## src/rtl/fcb_vlp_pkg.sv

```systemverilog
// Shared types and parameter limits for the multi-channel VLP pin sequencer.
package fcb_vlp_pkg;

  localparam int NUM_CH_MIN     = 1;
  localparam int NUM_CH_MAX     = 8;
  localparam int FILT_DEPTH_MIN = 2;
  localparam int FILT_DEPTH_MAX = 16;
  localparam int SETTLE_CYC_MIN = 1;
  localparam int SETTLE_CYC_MAX = 15;

  typedef enum logic [3:0] {
    IDLE     = 4'd0,
    ARM      = 4'd1,
    AWAKE    = 4'd2,
    ENT_REQ  = 4'd3,
    ENT_SET  = 4'd4,
    ENT_WAIT = 4'd5,
    ASLEEP   = 4'd6,
    EXT_REQ  = 4'd7,
    EXT_SET  = 4'd8,
    EXT_WAIT = 4'd9
  } vlp_seq_state_e;

endpackage

```

## src/rtl/fcb_vlp_pin_seq_chan.sv

```systemverilog
// One VLP channel: pin glitch filter, enter/wake sequencer, settle and
// timeout counters, sticky timeout error.
//
// state    | meaning
// IDLE     | run low, channel parked
// ARM      | waiting for the filtered pin to settle to a known level
// AWAKE    | channel awake, watching for a stable VLP request
// ENT_REQ  | one-cycle set pulse to the VLP-enable bit
// ENT_SET  | fixed settle time before the enable bit is sampled
// ENT_WAIT | waiting for the PMU/CLP to clear the VLP-enable bit
// ASLEEP   | channel in VLP, watching for a stable wake request
// EXT_REQ  | one-cycle set pulse to the wake-up-enable bit
// EXT_SET  | fixed settle time before the wake bit is sampled
// EXT_WAIT | waiting for the PMU/CLP to clear the wake-up-enable bit
module fcb_vlp_chan
  import fcb_vlp_pkg::*;
#(
  parameter int FILT_DEPTH = 4,
  parameter int SETTLE_CYC = 3,
  parameter int TO_W       = 8
) (
  input  logic            fcb_sys_clk,
  input  logic            fcb_sys_rst_n,
  input  logic            run,
  input  logic            vlp_pin,
  input  logic            vlp_en_sta,
  input  logic            wu_en_sta,
  input  logic [TO_W-1:0] to_limit,
  input  logic            to_err_clr,
  output logic            set_vlp_en,
  output logic            set_wu_en,
  output logic            in_vlp,
  output logic            busy,
  output logic            to_err
);

  localparam int         SH_W      = FILT_DEPTH - 1;
  localparam logic [3:0] SETTLE_LD = 4'(SETTLE_CYC - 1);

  vlp_seq_state_e  state, nxt;
  logic [SH_W-1:0] filt_q;
  logic [3:0]      settle_cnt;
  logic [TO_W-1:0] to_cnt;
  logic            stb1, stb0;
  logic            to_fire, to_hit;
  logic            in_wait;

  assign stb1    = vlp_pin & (&filt_q);
  assign stb0    = ~vlp_pin & ~(|filt_q);
  assign in_wait = (state == ENT_WAIT) || (state == EXT_WAIT);
  assign to_fire = (to_limit != '0) && (to_cnt == to_limit - TO_W'(1));

  // Pin sample history; a pin level counts only once every flop agrees with it.
  always_ff @(posedge fcb_sys_clk or negedge fcb_sys_rst_n) begin
    if (!fcb_sys_rst_n)  filt_q <= '0;
    else if (!run)       filt_q <= '0;
    else                 filt_q <= SH_W'({filt_q, vlp_pin});
  end

  // State register.
  always_ff @(posedge fcb_sys_clk or negedge fcb_sys_rst_n) begin
    if (!fcb_sys_rst_n) state <= IDLE;
    else                state <= nxt;
  end

  // Settle down-counter, loaded during the set pulse, terminal count at 0.
  always_ff @(posedge fcb_sys_clk or negedge fcb_sys_rst_n) begin
    if (!fcb_sys_rst_n)                               settle_cnt <= '0;
    else if (!run)                                    settle_cnt <= '0;
    else if ((state == ENT_REQ) || (state == EXT_REQ)) settle_cnt <= SETTLE_LD;
    else if (settle_cnt != '0)                        settle_cnt <= settle_cnt - 4'd1;
  end

  // Handshake timeout counter; zero on WAIT entry, counts while WAIT persists.
  always_ff @(posedge fcb_sys_clk or negedge fcb_sys_rst_n) begin
    if (!fcb_sys_rst_n)                  to_cnt <= '0;
    else if (in_wait && (nxt == state))  to_cnt <= to_cnt + TO_W'(1);
    else                                 to_cnt <= '0;
  end

  // Sticky timeout error; a new timeout beats a coincident clear.
  always_ff @(posedge fcb_sys_clk or negedge fcb_sys_rst_n) begin
    if (!fcb_sys_rst_n)  to_err <= 1'b0;
    else if (to_hit)     to_err <= 1'b1;
    else if (to_err_clr) to_err <= 1'b0;
  end

  // Next-state logic; ack beats timeout in the WAIT states, run low forces IDLE.
  always_comb begin
    nxt    = state;
    to_hit = 1'b0;
    case (state)
      IDLE:     nxt = ARM;
      ARM: begin
        if (stb0)      nxt = AWAKE;
        else if (stb1) nxt = ENT_REQ;
      end
      AWAKE:    if (stb1) nxt = ENT_REQ;
      ENT_REQ:  nxt = ENT_SET;
      ENT_SET:  if (settle_cnt == '0) nxt = ENT_WAIT;
      ENT_WAIT: begin
        if (!vlp_en_sta) nxt = ASLEEP;
        else if (to_fire) begin
          nxt    = ARM;
          to_hit = 1'b1;
        end
      end
      ASLEEP:   if (stb0) nxt = EXT_REQ;
      EXT_REQ:  nxt = EXT_SET;
      EXT_SET:  if (settle_cnt == '0) nxt = EXT_WAIT;
      EXT_WAIT: begin
        if (!wu_en_sta) nxt = AWAKE;
        else if (to_fire) begin
          nxt    = ARM;
          to_hit = 1'b1;
        end
      end
      default:  nxt = IDLE;
    endcase
    if (!run) begin
      nxt    = IDLE;
      to_hit = 1'b0;
    end
  end

  assign set_vlp_en = (state == ENT_REQ);
  assign set_wu_en  = (state == EXT_REQ);
  assign in_vlp     = (state == ENT_REQ) || (state == ENT_SET) || (state == ENT_WAIT) ||
                      (state == ASLEEP)  || (state == EXT_REQ);
  assign busy       = (state == ENT_REQ) || (state == ENT_SET) || (state == ENT_WAIT) ||
                      (state == EXT_REQ) || (state == EXT_SET) || (state == EXT_WAIT);

endmodule

```

## src/rtl/fcb_vlp_pin_seq.sv

```systemverilog
// Multi-channel VLP pin sequencer: one independent channel per pin, all
// gated by the shared run condition.
module fcb_vlp_pin_seq
  import fcb_vlp_pkg::*;
#(
  parameter int NUM_CH     = 2,
  parameter int FILT_DEPTH = 4,
  parameter int SETTLE_CYC = 3,
  parameter int TO_W       = 8
) (
  input  logic              fcb_sys_clk,
  input  logic              fcb_sys_rst_n,
  input  logic              ctl_en,
  input  logic              cfg_done,
  input  logic [NUM_CH-1:0] vlp_pin,
  input  logic [NUM_CH-1:0] vlp_en_sta,
  input  logic [NUM_CH-1:0] wu_en_sta,
  input  logic [TO_W-1:0]   to_limit,
  input  logic [NUM_CH-1:0] to_err_clr,
  output logic [NUM_CH-1:0] set_vlp_en,
  output logic [NUM_CH-1:0] set_wu_en,
  output logic [NUM_CH-1:0] in_vlp,
  output logic [NUM_CH-1:0] busy,
  output logic [NUM_CH-1:0] to_err
);

  if (NUM_CH < NUM_CH_MIN || NUM_CH > NUM_CH_MAX) begin : g_bad_num_ch
    $error("fcb_vlp_pin_seq: NUM_CH out of range");
  end
  if (FILT_DEPTH < FILT_DEPTH_MIN || FILT_DEPTH > FILT_DEPTH_MAX) begin : g_bad_filt
    $error("fcb_vlp_pin_seq: FILT_DEPTH out of range");
  end
  if (SETTLE_CYC < SETTLE_CYC_MIN || SETTLE_CYC > SETTLE_CYC_MAX) begin : g_bad_settle
    $error("fcb_vlp_pin_seq: SETTLE_CYC out of range");
  end

  logic run;
  assign run = ctl_en & cfg_done;

  for (genvar i = 0; i < NUM_CH; i++) begin : g_ch
    fcb_vlp_chan #(
      .FILT_DEPTH (FILT_DEPTH),
      .SETTLE_CYC (SETTLE_CYC),
      .TO_W       (TO_W)
    ) u_chan (
      .fcb_sys_clk   (fcb_sys_clk),
      .fcb_sys_rst_n (fcb_sys_rst_n),
      .run           (run),
      .vlp_pin       (vlp_pin[i]),
      .vlp_en_sta    (vlp_en_sta[i]),
      .wu_en_sta     (wu_en_sta[i]),
      .to_limit      (to_limit),
      .to_err_clr    (to_err_clr[i]),
      .set_vlp_en    (set_vlp_en[i]),
      .set_wu_en     (set_wu_en[i]),
      .in_vlp        (in_vlp[i]),
      .busy          (busy[i]),
      .to_err        (to_err[i])
    );
  end

endmodule

```

## config.mk

```make
export PLATFORM = sky130hd
export DESIGN_NAME = fcb_vlp_pin_seq
export DESIGN_NICKNAME = d
export VERILOG_FILES = /design/src/rtl/fcb_vlp_pkg.sv /design/src/rtl/fcb_vlp_pin_seq_chan.sv /design/src/rtl/fcb_vlp_pin_seq.sv
export SDC_FILE = /design/constraint.sdc
export NUM_CORES = 1
export LEC_CHECK = 0
export ABC_AREA = 1
export BUFFER_PORTS_ARGS = -buffer_cell sky130_fd_sc_hd__buf_2
export CORE_MARGIN = 4
export CORE_UTILIZATION = 40
export CTS_CLUSTER_SIZE = 20
export DETAILED_ROUTE_END_ITERATION = 8
export GPL_TIMING_DRIVEN = 1
export HOLD_SLACK_MARGIN = 0.15
export SLEW_MARGIN = 10
export SYNTH_ARGS = -nofsm -noshare
export SYNTH_HDL_FRONTEND = slang
export SYNTH_SLANG_ARGS = --single-unit
```

## constraint.sdc

```tcl
create_clock -name fcb_sys_clk -period 5.1 [get_ports fcb_sys_clk]
set_input_delay 0.255 -clock fcb_sys_clk [delete_from_list [all_inputs] [get_ports fcb_sys_clk]]
set_output_delay 0.255 -clock fcb_sys_clk [all_outputs]
set_load 0.005 [all_outputs]
```

## Word level (Yosys, flattened, before mapping)

Index checks and enable logic that the tools add are counted.

- Add/sub/neg operators: 5
- Multipliers: 0
- Divide/modulo/power cells: 0
- $lt $le $gt $ge: 0
- Equality and inequality tests: 24
- Shifts and indexed selects: 0
- Muxes and demuxes: 44
- Bitwise gates (word level): 9
- Reductions and logical operators: 35

Operators by type and width:

| operator | count |
|---|---|
| 4-bit two-way mux | 24 |
| 4-bit one-hot mux with 10 select lines | 2 |
| 4-bit by 3-bit equality test with 1-bit output, second input constant | 8 |
| 1-bit logical OR | 18 |
| 8-bit by 1-bit adder with 8-bit output, second input constant | 2 |
| 4-bit by 2-bit equality test with 1-bit output, second input constant | 4 |
| 4-bit equality test, second input constant | 4 |
| 8-bit equality test | 2 |
| 4-bit zero test | 4 |
| 8-bit two-way mux | 2 |
| 1-bit two-way mux | 12 |
| 4-bit by 1-bit equality test with 1-bit output, second input constant | 2 |
| 4-bit equality test | 2 |
| 4-bit nonzero test | 2 |
| 8-bit nonzero test | 1 |
| 4-bit by 1-bit subtractor with 4-bit output, second input constant | 2 |
| 8-bit by 1-bit subtractor with 8-bit output, second input constant | 1 |
| 3-bit two-way mux | 2 |
| 3-bit AND reduction | 2 |
| 3-bit OR reduction | 2 |
| 1-bit bitwise AND | 5 |
| 1-bit logical AND | 4 |
| 1-bit NOT | 4 |
| 1-bit one-hot mux with 2 select lines | 2 |
| 3 further kinds | 4 |

- Bits in registers: 40
- Latch bits: 0
- RAM bits: 0
- Bits in read-only memories: 0
- Input port bits: 20
- Output and inout bits: 10
- Logic and storage cells: 127
- Memories: 0

## Logic depth before layout (Yosys ltp)

Gate-level depths: netlist of run 1.

- Word-level depth: 10
- Depth in mapped cells: 17
- Gate-level depth less buffers: 17

## Cells and area by module

From an unflattened synthesis of run 1, not the netlist that was laid out.

- Cells, all modules: 407
- Area, all modules: 2867.8 um^2

Modules (own cells, without submodules):

| module | instances | cells each | area each (um^2) | sequential area each (um^2) |
|---|---|---|---|---|
| fcb_vlp_chan (g_ch[0].u_chan) | 1 | 204 | 1463.9 | 500.5 |
| fcb_vlp_chan (g_ch[1].u_chan) | 1 | 201 | 1396.3 | 500.5 |
| fcb_vlp_pin_seq | 1 | 2 | 7.5 | 0.0 |

## Worst setup path after synthesis of run 1

No wires, ideal clock.

- Path kind: input port to flip-flop
- From: input port to_limit[0]
- To: register g_ch[1].u_chan.to_cnt[0]
- Setup time: 82 ps
- Data arrival time: 1714 ps
- Required time: 5018 ps
- Setup slack: 3304 ps
- Cell stages on the path: 14
- Path buffers: 0
- Path through: inv_2 -> ha_1 -> inv_2 -> nand2_1 -> nand2_1 -> nand2_1 -> nand2_1 -> nor3_1 -> nand3_1 -> o21bai_1 -> nand2_1 -> nand3_1 -> nand4_4 -> nor3_2

- Longest elaborated chain between the ends: 10
- Elaborated cells between the ends (all ways): 12
- Classes of those cells: add/sub: 1; eq/ne: 2; mux: 6; reduce/logical: 3

Ends and longest elaborated chain:

| item | RTL line | source |
|---|---|---|
| start, declared | fcb_vlp_pin_seq.sv:18 | `input logic [TO_W-1:0] to_limit,` |
| 8-bit by 1-bit subtractor with 8-bit output | fcb_vlp_pin_seq_chan.sv:51 | `assign to_fire = (to_limit != '0) && (to_cnt == to_limit - TO_W'(1));` |
| 8-bit equality test | fcb_vlp_pin_seq_chan.sv:51 |  |
| 1-bit logical AND (*) | fcb_vlp_pin_seq_chan.sv:51 |  |
| 4-bit two-way mux (*) | fcb_vlp_pin_seq_chan.sv:103, fcb_vlp_pin_seq_chan.sv:113 |  |
| 4-bit two-way mux (on tied branches) | fcb_vlp_pin_seq_chan.sv:112, fcb_vlp_pin_seq_chan.sv:102 |  |
| 4-bit one-hot mux with 10 select lines (*) | fcb_vlp_pin_seq_chan.sv:92 | `case (state)` |
| 4-bit two-way mux (*) | fcb_vlp_pin_seq_chan.sv:120 | `if (!run) begin` |
| 4-bit equality test (*) | fcb_vlp_pin_seq_chan.sv:77 | `else if (in_wait && (nxt == state)) to_cnt <= to_cnt + TO_W'(1);` |
| 1-bit logical AND (*) | fcb_vlp_pin_seq_chan.sv:77 |  |
| 8-bit two-way mux (*) | fcb_vlp_pin_seq_chan.sv:77 |  |
| end signal, assigned | fcb_vlp_pin_seq_chan.sv:77 |  |
| end, declared | fcb_vlp_pin_seq_chan.sv:43 | `logic [TO_W-1:0] to_cnt;` |

Every way passes the cells marked *; elsewhere a longest branch is shown, timed or not.
A chain may end at the register's enable or synchronous reset.

## Final worst setup path of run 1

Same ends and word-level chain as after synthesis.

==> impl_metrics.tcl, run 1 <==
set metrics [dict create \
    drive_gt1_frac 0.211 \
    max_cap_viol_count 0 \
    grt_max_degree 41 \
    synth_enable_flop_cells 0 \
    startpoint_type "input port" \
    synth_area_um2 2930 \
    power_switching_uw 182 \
    cts_resized 0 \
    die_w_um 93.6 \
    vias_per_cell 4.84 \
    clock_skew_ps 6.46 \
    grt_pass1_wl_mm 10.9 \
    syn_to_final_growth_pct 9.70 \
    power_leakage_uw 0.00163 \
    yosysUniqueCellTypes 36 \
    period_minus_slack_ps 1960 \
    cts_root_buf "clkbuf_8" \
    utilization 0.463 \
    via_count 2507 \
    pwr-share-clk 0.340 \
    synth_fp_nets 421 \
    timing.slew.headroom 0.405 \
    status "complete, no violations" \
    syn_inst 396 \
    critPathArrivalTime_ps 2170 \
    clk_pin_slew_ps 80 \
    nFillCells 723 \
    antenna_found_initial 0 \
    start_util 0.422 \
    grt-ovfl-total 0 \
    slew_violations 0 \
    fmax_mhz 511 \
    end_kind "register" \
    coreArea_um2 6940 \
    critical_path_class "in2reg" \
    hold_path.class "in2reg" \
    grt_use_total 0.154 \
    io_pins 30 \
    gp_congestion 0.872 \
    cts_made_buffers 5 \
    swShare 0.280 \
    synth-seq-cells 40 \
    wl_per_cell_um 11.9 \
    critical_path.max_fanout 8 \
    clk_latency_ps 290 \
    synth_seq_area_share 0.342 \
    drt-initial-drc-count 99 \
    fin_crit_sh 0.384 \
    seq_power_share 0.508 \
    dieArea_um2 8750 \
    vdd_drop_max_v 0.0000780 \
    routed_wl_mm 6.16 \
    worst_pin_slew_ps 893 \
    fp-row-count 30 \
    cts_sinks 40 \
    dieHeight_um 93.6 \
    grt_pass1_vias 2477 \
    synthArstFlopShare 1.00 \
    io_buffers 29 \
    htree_levels 2 \
    synth_warnings 0 \
    ant_nets 0 \
    synth.avg_cell_area_um2 7.39 \
    hold_viol_final 0 \
    dp_hpwl_mm 4.85 \
    route.detailed.drc 0 \
    setup_viol 0 \
    fin_nets 446 \
    p_int_uw 467 \
    cts_buffer_depth 2 \
    comb_power_share 0.152 \
    rsz0062_at_grt "no" \
    diodes 0 \
    final.setup.tns_ps 0 \
    required_ps 5310 \
    cts_tree "yes" \
    dr.pass1.iters 4 \
    pwr_density_cell_nw_per_um2 202 \
    synthFlopType "dfrtp_1" \
]
==> metal layers <==
metal  global-route usage  share of wire  vias up
li1                     -              -     1299
met1                0.203           0.48     1149
met2                0.248           0.46       47
met3               0.0282          0.038       12
met4               0.0650          0.023        0
met5                    0              0        -
==> cell usage after synthesis (all sizes together), types with 5 or more instances <==
library cell | number | share of area
nand4 | 8 | 0.022
nand3b | 6 | 0.015
nor3 | 27 | 0.077
nand3 | 42 | 0.078
nor2 | 54 | 0.079
buf | 11 | 0.027
dfrtp | 40 | 0.34
nand2 | 89 | 0.13
o21ai | 6 | 0.012
xor2 | 18 | 0.059
ha | 5 | 0.021
a21oi | 6 | 0.010
inv | 69 | 0.088
==> per-stage QoR <==
stage	power, µW	setup slack [ps]	std cells	hold slack (ps)	area, µm²
2_1_floorplan	404	3300	396	-40.6	2930
3_3_place_gp	433	2880	509	437	3110
3_5_place_dp	435	2850	509	454	3110
4_1_cts	660	3140	518	170	3210
5_1_grt	688	2930	518	190	3210
6_report	649	3140	518	166	3210
==> registers in the layout, indices dropped and copies added (netlist names) <==
| signal | flops |
|---|---|
| g_ch.u_chan.settle_cnt | 8 |
| g_ch.u_chan.to_err | 2 |
| g_ch.u_chan.to_cnt | 16 |
| g_ch.u_chan.filt_q | 6 |
| g_ch.u_chan.state | 8 |
==> placed cells by master (no fill, tap or decap), drive strengths merged, types with 8 or more instances in the layout <==
master and n:
buf 29, inv 69, nand3 42, nand2 89, nand4 8, nor3 27
dfrtp 40, nor2 54, xor2 18
==> final timing paths <==
path	slack, ps	to	startpoint	cells after the start
worst min register to register	500	g_ch[1].u_chan.settle_cnt[0]	g_ch[1].u_chan.settle_cnt[0]	1
max in group asynchronous	3920	g_ch[0].u_chan.to_cnt[6]	fcb_sys_rst_n	2
worst min-delay path	170	g_ch[1].u_chan.to_err	to_err_clr[1]	2
worst max-delay path	3140	g_ch[1].u_chan.to_cnt[0]	to_limit[0]	15
min in group asynchronous	620	g_ch[1].u_chan.to_err	fcb_sys_rst_n	2
worst max register to register	3200	g_ch[1].u_chan.to_cnt[0]	g_ch[1].u_chan.state[3]	10
==> critical path, stage by stage <==
cell	delay, ps
buf_2	130
inv_2	130
ha_1	310
inv_2	40
nand2_1	100
nand2_1	80
nand2_1	60
nand2_1	40
nor3_1	130
nand3_1	140
o21bai_1	150
nand2_1	80
nand3_1	110
nand4_4	230
nor3_2	160
==> power groups by stage <==
stage,Sequential (µW),Combinational [µW],Clock [µW]
4_1_cts,330,101,230
2_1_floorplan,335,68.6,0
5_1_grt,331,115,243
3_5_place_dp,336,98.9,0
3_3_place_gp,336,97.0,0
6_report,330,98.5,221
==> cell families after synthesis <==
family                   count (synthesis)  synth area share
AO/OA/AOI/OAI                           19            0.0410
flip-flops                              40             0.342
buffers and inverters                   81             0.117
XOR/XNOR                                22            0.0709
AND/OR/NAND/NOR                        229             0.408
adder cells (fa/ha/maj)                  5            0.0214
==> layout make-up <==
cell class              count  area (µm²)  area share
flip-flops and latches     40        1000       0.312
clock buffers               6        82.6      0.0257
repair buffers             30         155      0.0483
inverters                  69         259      0.0806
multi-input cells         275        1580       0.493
clock inverters             2        10.0     0.00312
well taps                  96         120      0.0374
==> what timing repair did <==
action                    in CTS  in global routing
hold endpoints to repair      40                  0
setup buffers                  0                  0
hold buffers                   1                  0
No activity file was read; power rests on OpenSTA's default activity.
==> run 2: changes to the inputs <==
==> constraint.sdc (replaced) <==
create_clock -name fcb_sys_clk -period 2 [get_ports fcb_sys_clk]
set_input_delay 0.1 -clock fcb_sys_clk [delete_from_list [all_inputs] [get_ports fcb_sys_clk]]
set_output_delay 0.1 -clock fcb_sys_clk [all_outputs]
set_load 0.005 [all_outputs]
==> run 2 against run 1 <==
Global-route usage increased by 0.12 points. First-iteration DRC count grew 17%. Count of clock-buffer cells in the layout unchanged. Critical endpoint is now g_ch[1].u_chan.to_cnt[2]. Largest cell class unchanged.
==> impl_metrics.tcl, run 2 (same netlist as run 1, synthesis figures left out) <==
set metrics [dict create \
    period_minus_slack_ps 1870 \
    fin_nets 465 \
    gp_congestion 0.856 \
    hp-start "wu_en_sta[1]" \
    cts_root_buf "clkbuf_8" \
    required_ps 2200 \
    mostFrequentLayoutCells "nand2_1 (70), inv_1 (55), nor2_1 (38)" \
    multi_input_area_um2 1690 \
    end_kind "register" \
    htree_levels 2 \
    fmax_mhz 535 \
    hold_depth 4 \
    fp-row-count 30 \
    fin_area_um2 3460 \
    r2r_start "g_ch[1].u_chan.state[3]" \
    die_w_um 93.6 \
    drive_gt1_frac 0.305 \
    pwr_density_cell_nw_per_um2 470 \
    max_cap_viol_count 0 \
    layout_commonest_cell "nand2_1" \
    grt_use_total 0.155 \
    cts_sinks 40 \
    syn_to_final_growth_pct 18.2 \
    antenna_found_initial 0 \
    start_util 0.422 \
    timing.slew.headroom 0.663 \
    ant_nets 0 \
    r2r_slack_ps 130 \
    route.detailed.drc 0 \
    setup_viol 0 \
    regMostFlops "g_ch.u_chan.to_cnt" \
    critical_path_class "reg2reg" \
    dp_slack_ps -6.64 \
    critPathArrivalTime_ps 2070 \
    vdd_drop_max_v 0.000245 \
    r2r-end "g_ch[1].u_chan.to_cnt[2]" \
    drt-initial-drc-count 116 \
    dieArea_um2 8750 \
    diodes 0 \
    hold_path_end "g_ch[1].u_chan.state[1]" \
    io_pins 30 \
    fin_ws_ps 131 \
    nFillCells 682 \
    critical_path.max_fanout 8 \
    grt_max_degree 19 \
    grt_pass1_wl_mm 11.1 \
    grt_pass1_vias 2539 \
    utilization 0.498 \
    dp_hpwl_mm 4.84 \
    seqCellArea_um2 1010 \
    cp_slowest_stage_delay_ps 460 \
    hold_path.class "in2reg" \
    largest_reg_flops 16 \
    io_buffers 29 \
    path_cells "inv_4 > nand2_1 > nor2_2 > nand2_1 > nand2_2 > nor2_2 > nor2_4 > xor2_2 > nand4_4 > nor3_2" \
    top_regs "g_ch.u_chan.to_cnt x16, g_ch.u_chan.settle_cnt x8, g_ch.u_chan.state x8" \
    clk_pin_slew_ps 80 \
    routed_wl_mm 6.38 \
    rsz0062_at_grt "yes" \
    dieHeight_um 93.6 \
    worstRegToRegCells 10 \
    wl_per_cell_um 11.9 \
    clk_latency_ps 290 \
    cts_made_buffers 5 \
    fin_crit_sh 0.934 \
    hold_viol_final 0 \
    cts_buffer_depth 2 \
    grt-ovfl-total 0 \
    worst_pin_slew_ps 493 \
    status "complete, no violations" \
    vias_per_cell 4.77 \
    startpoint_type "register" \
    placed_cells 516 \
    coreArea_um2 6940 \
    power_leakage_uw 0.00170 \
    dr.pass1.iters 4 \
    dpl-instance-area_um2 3160 \
    final_cells 536 \
    slew_violations 0 \
    cts_tree "yes" \
    clock_skew_ps 8.77 \
    via_count 2556 \
    crit_slowest_cell "dfrtp_2" \
]
run 2: cell types whose count changed in the layout (fill, tap and decap cells not counted), sizes merged:
cell         delta
buf            +15
clkinv          -1
dlygate4sd3     +4
run 2: metal layers:
metal	GRT usage	routed length, µm	part of all wire
met1	0.203	2990	0.47
met3	0.0322	260	0.041
met5	0	0	0
met4	0.0445	48	0.0075
met2	0.258	3080	0.48
run 2: repair_timing:
item,CTS,global route
hold buffers,5,0
buffers inserted,0,8
setup endpoints to repair,0,16
endpoints found under the hold margin,20,0
gates resized for setup,0,39
run 2: critical path, delay by kind of cell (launching register included):
family	cells	cell delay (ps)
flip-flops	1	460
XOR/XNOR	1	180
buffers and inverters	1	110
AND/OR/NAND/NOR	8	1030
run 2: metrics by stage:
step / power (µW) / hold slack [ps] / TNS, ps
final: 1630 / 203 / 0
after global routing: 1720 / 230 / -205
after CTS: 1630 / 184 / 0
after detailed placement: 1120 / 84.6 / -23.0
after global placement: 1110 / 90.7 / 0
after floorplan: 1030 / -196 / 0
run 2: worst max path at each step:
stage / startpoint / to / depth (start not counted)
3_3_place_gp: to_limit[1] / g_ch[1].u_chan.to_cnt[1] / 14
4_1_cts: g_ch[0].u_chan.state[2] / g_ch[0].u_chan.to_cnt[7] / 12
5_1_grt: g_ch[1].u_chan.state[3] / g_ch[1].u_chan.to_cnt[2] / 10
2_1_floorplan: to_limit[0] / g_ch[1].u_chan.to_cnt[0] / 14
3_5_place_dp: to_limit[1] / g_ch[1].u_chan.to_cnt[5] / 14
6_report: g_ch[1].u_chan.state[3] / g_ch[1].u_chan.to_cnt[2] / 10
run 2: final cells by class:
type	count	area share
inverter	69	0.0763
timing repair buffer	49	0.0889
clock inverter	1	0.00145
tap	96	0.0347
sequential	40	0.291
multi-input combinational	275	0.487
clock buffer	6	0.0210
run 2: report_power, final:
group	internal [µW]	leakage, µW	total (µW)	switching [µW]
sequential	828	0.000546	844	15.3
clock	237	0.0000410	502	265
combinational	107	0.00112	281	174
total	1170	0.00170	1630	455
==> run 3: changes to the inputs <==
--- a/config.mk
+++ b/config.mk
@@ -7,13 +7,16 @@
 export LEC_CHECK = 0
 export ABC_AREA = 1
 export BUFFER_PORTS_ARGS = -buffer_cell sky130_fd_sc_hd__buf_2
+export CAP_MARGIN = 15
 export CORE_MARGIN = 4
 export CORE_UTILIZATION = 40
 export CTS_CLUSTER_SIZE = 20
 export DETAILED_ROUTE_END_ITERATION = 8
 export GPL_TIMING_DRIVEN = 1
 export HOLD_SLACK_MARGIN = 0.15
+export SETUP_SLACK_MARGIN = 0.15
 export SLEW_MARGIN = 10
 export SYNTH_ARGS = -nofsm -noshare
 export SYNTH_HDL_FRONTEND = slang
 export SYNTH_SLANG_ARGS = --single-unit
+export TNS_END_PERCENT = 100
==> run 3 against run 2 <==
Design area is 1.6% higher. Core utilization is 0.77 points higher. Setup slack worse by 12 ps. Worst hold slack better by 6.7 ps.
==> impl_metrics.tcl, run 3 (same netlist as run 1, synthesis figures left out) <==
set metrics [dict create \
    status "complete, no violations" \
    fin_nets 468 \
    wl_per_cell_um 12.3 \
    fmax_mhz 532 \
    start_util 0.422 \
    fin_crit_sh 0.940 \
    grt_use_total 0.161 \
    period_minus_slack_ps 1880 \
    comb_power_share 0.176 \
    grt-ovfl-total 0 \
    dp_hpwl_mm 4.84 \
    dpl-instance-area_um2 3160 \
    layout_commonest_cell "nand2_1" \
    hold_viol_final 0 \
    pwr-share-clk 0.308 \
    hold_path.class "in2reg" \
    io_pins 30 \
    drive_gt1_frac 0.325 \
    vias_per_cell 4.86 \
    clock_skew_ps 10.1 \
    critical_path_class "reg2reg" \
    worst_pin_slew_ps 542 \
    largest_reg_flops 16 \
    cts_sinks 40 \
    cts_buffer_depth 2 \
    pwr_density_cell_nw_per_um2 465 \
    timing.slew.headroom 0.639 \
    grt_pass1_vias 2603 \
    rsz0062_at_grt "yes" \
    required_ps 2200 \
    critical_path.max_fanout 8 \
    crit_slowest_cell "dfrtp_1" \
    dieArea_um2 8750 \
    path_cells "inv_2 > nor2_2 > inv_2 > nor3_4 > nand2_1 > buf_4 > inv_2 > nand2_1 > nand2_1 > nand2_2 > nand2_2 > nand3_4 > nor3_2" \
    critPathArrivalTime_ps 2080 \
    end_kind "register" \
    dieHeight_um 93.6 \
    diodes 0 \
    via_count 2619 \
    dr.pass1.iters 4 \
    syn_to_final_growth_pct 20.0 \
    fp-row-count 30 \
    vdd_drop_max_v 0.000249 \
    startpoint_type "register" \
    coreArea_um2 6940 \
    grt_pass1_wl_mm 11.5 \
    seq_power_share 0.516 \
    gp_congestion 0.856 \
    slew_violations 0 \
    regMostFlops "g_ch.u_chan.to_cnt" \
    cts_made_buffers 5 \
    worst-path-buf-inv 4 \
    top_regs "g_ch.u_chan.to_cnt x16, g_ch.u_chan.settle_cnt x8, g_ch.u_chan.state x8" \
    clk_pin_slew_ps 80 \
    swShare 0.281 \
    antenna_found_initial 0 \
    setup_viol 0 \
    power_leakage_uw 0.00172 \
    io_buffers 29 \
    cts_tree "yes" \
    mostFrequentLayoutCells "nand2_1 (68), inv_1 (53), nand3_1 (39)" \
    fin_area_um2 3510 \
    clk_latency_ps 290 \
    drt-initial-drc-count 114 \
    ant_nets 0 \
    die_w_um 93.6 \
    grt_max_degree 19 \
    p_int_uw 1180 \
    p_total_uw 1640 \
    cts_root_buf "clkbuf_8" \
    route.detailed.drc 0 \
    crit_family "simple AND/OR/NAND/NOR gates" \
    power_switching_uw 460 \
    placed_cells 516 \
    max_cap_viol_count 0 \
    cp_slowest_stage_delay_ps 420 \
    final_cells 539 \
    routed_wl_mm 6.65 \
    htree_levels 2 \
]
-- run 3: area by class of cell --
| cell class | count | area [µm²] |
|---|---|---|
| clock buffers | 6 | 72.6 |
| clock inverters | 1 | 5.00 |
| fillers | 685 | 3430 |
| inverters | 69 | 267 |
| multi-input cells | 275 | 1710 |
| flip-flops and latches | 40 | 1010 |
| well taps | 96 | 120 |
| repair buffers | 52 | 330 |
-- run 3: metrics by stage --
stage / setup TNS, ps / util / setup slack [ps] / hold slack (ps)
final: 0 / 0.506 / 119 / 210
after detailed placement: -23.0 / 0.455 / -6.64 / 84.6
after CTS: 0 / 0.487 / 144 / 191
after global routing: -127 / 0.506 / -70.3 / 232
after global placement: 0 / 0.455 / 31.7 / 90.7
after floorplan: 0 / - / 359 / -196
-- run 3: power groups by stage --
| stage | registers (µW) | clock network [µW] | logic, µW |
|---|---|---|---|
| CTS | 843 | 522 | 275 |
| global route | 846 | 561 | 328 |
| global placement | 857 | 0 | 258 |
| detailed placement | 857 | 0 | 259 |
| floorplan | 854 | 0 | 175 |
| finish | 845 | 503 | 287 |
-- run 3: tightest hold or removal path: cells and delay by family --
family / cells / cell delay, ps
AO/OA/AOI/OAI: 1 / 100
buffers and inverters: 2 / 160
AND/OR/NAND/NOR: 1 / 100
-- run 3: metal layers --
metal | vias up | track usage | share of wire | wire length [µm]
met2 | 61 | 0.264 | 0.48 | 3210
met3 | 15 | 0.0338 | 0.039 | 261
li1 | 1342 | - | - | -
met1 | 1201 | 0.207 | 0.46 | 3030
met4 | 0 | 0.0626 | 0.022 | 149
met5 | - | 0 | 0 | 0
-- run 3: worst paths after layout --
kind | endpoint | cells past startpoint | slack (ps) | startpoint
worst max-delay path | g_ch[0].u_chan.to_cnt[7] | 13 | 120 | g_ch[0].u_chan.state[0]
worst max register to register | g_ch[0].u_chan.to_cnt[7] | 13 | 120 | g_ch[0].u_chan.state[0]
min in group asynchronous | g_ch[1].u_chan.state[2] | 2 | 280 | fcb_sys_rst_n
worst min-delay path | g_ch[1].u_chan.state[1] | 4 | 210 | wu_en_sta[1]
max in group asynchronous | g_ch[0].u_chan.state[3] | 3 | 1150 | fcb_sys_rst_n
worst min register to register | g_ch[1].u_chan.settle_cnt[0] | 1 | 500 | g_ch[1].u_chan.settle_cnt[0]
-- run 3: what timing repair did --
action | in CTS | in global routing
hold buffers | 5 | 0
endpoints found under the hold margin | 20 | 0
pin swaps | 9 | 22
buffers inserted | 5 | 6
gates resized for setup | 20 | 30
endpoints found under the setup margin | 16 | 16
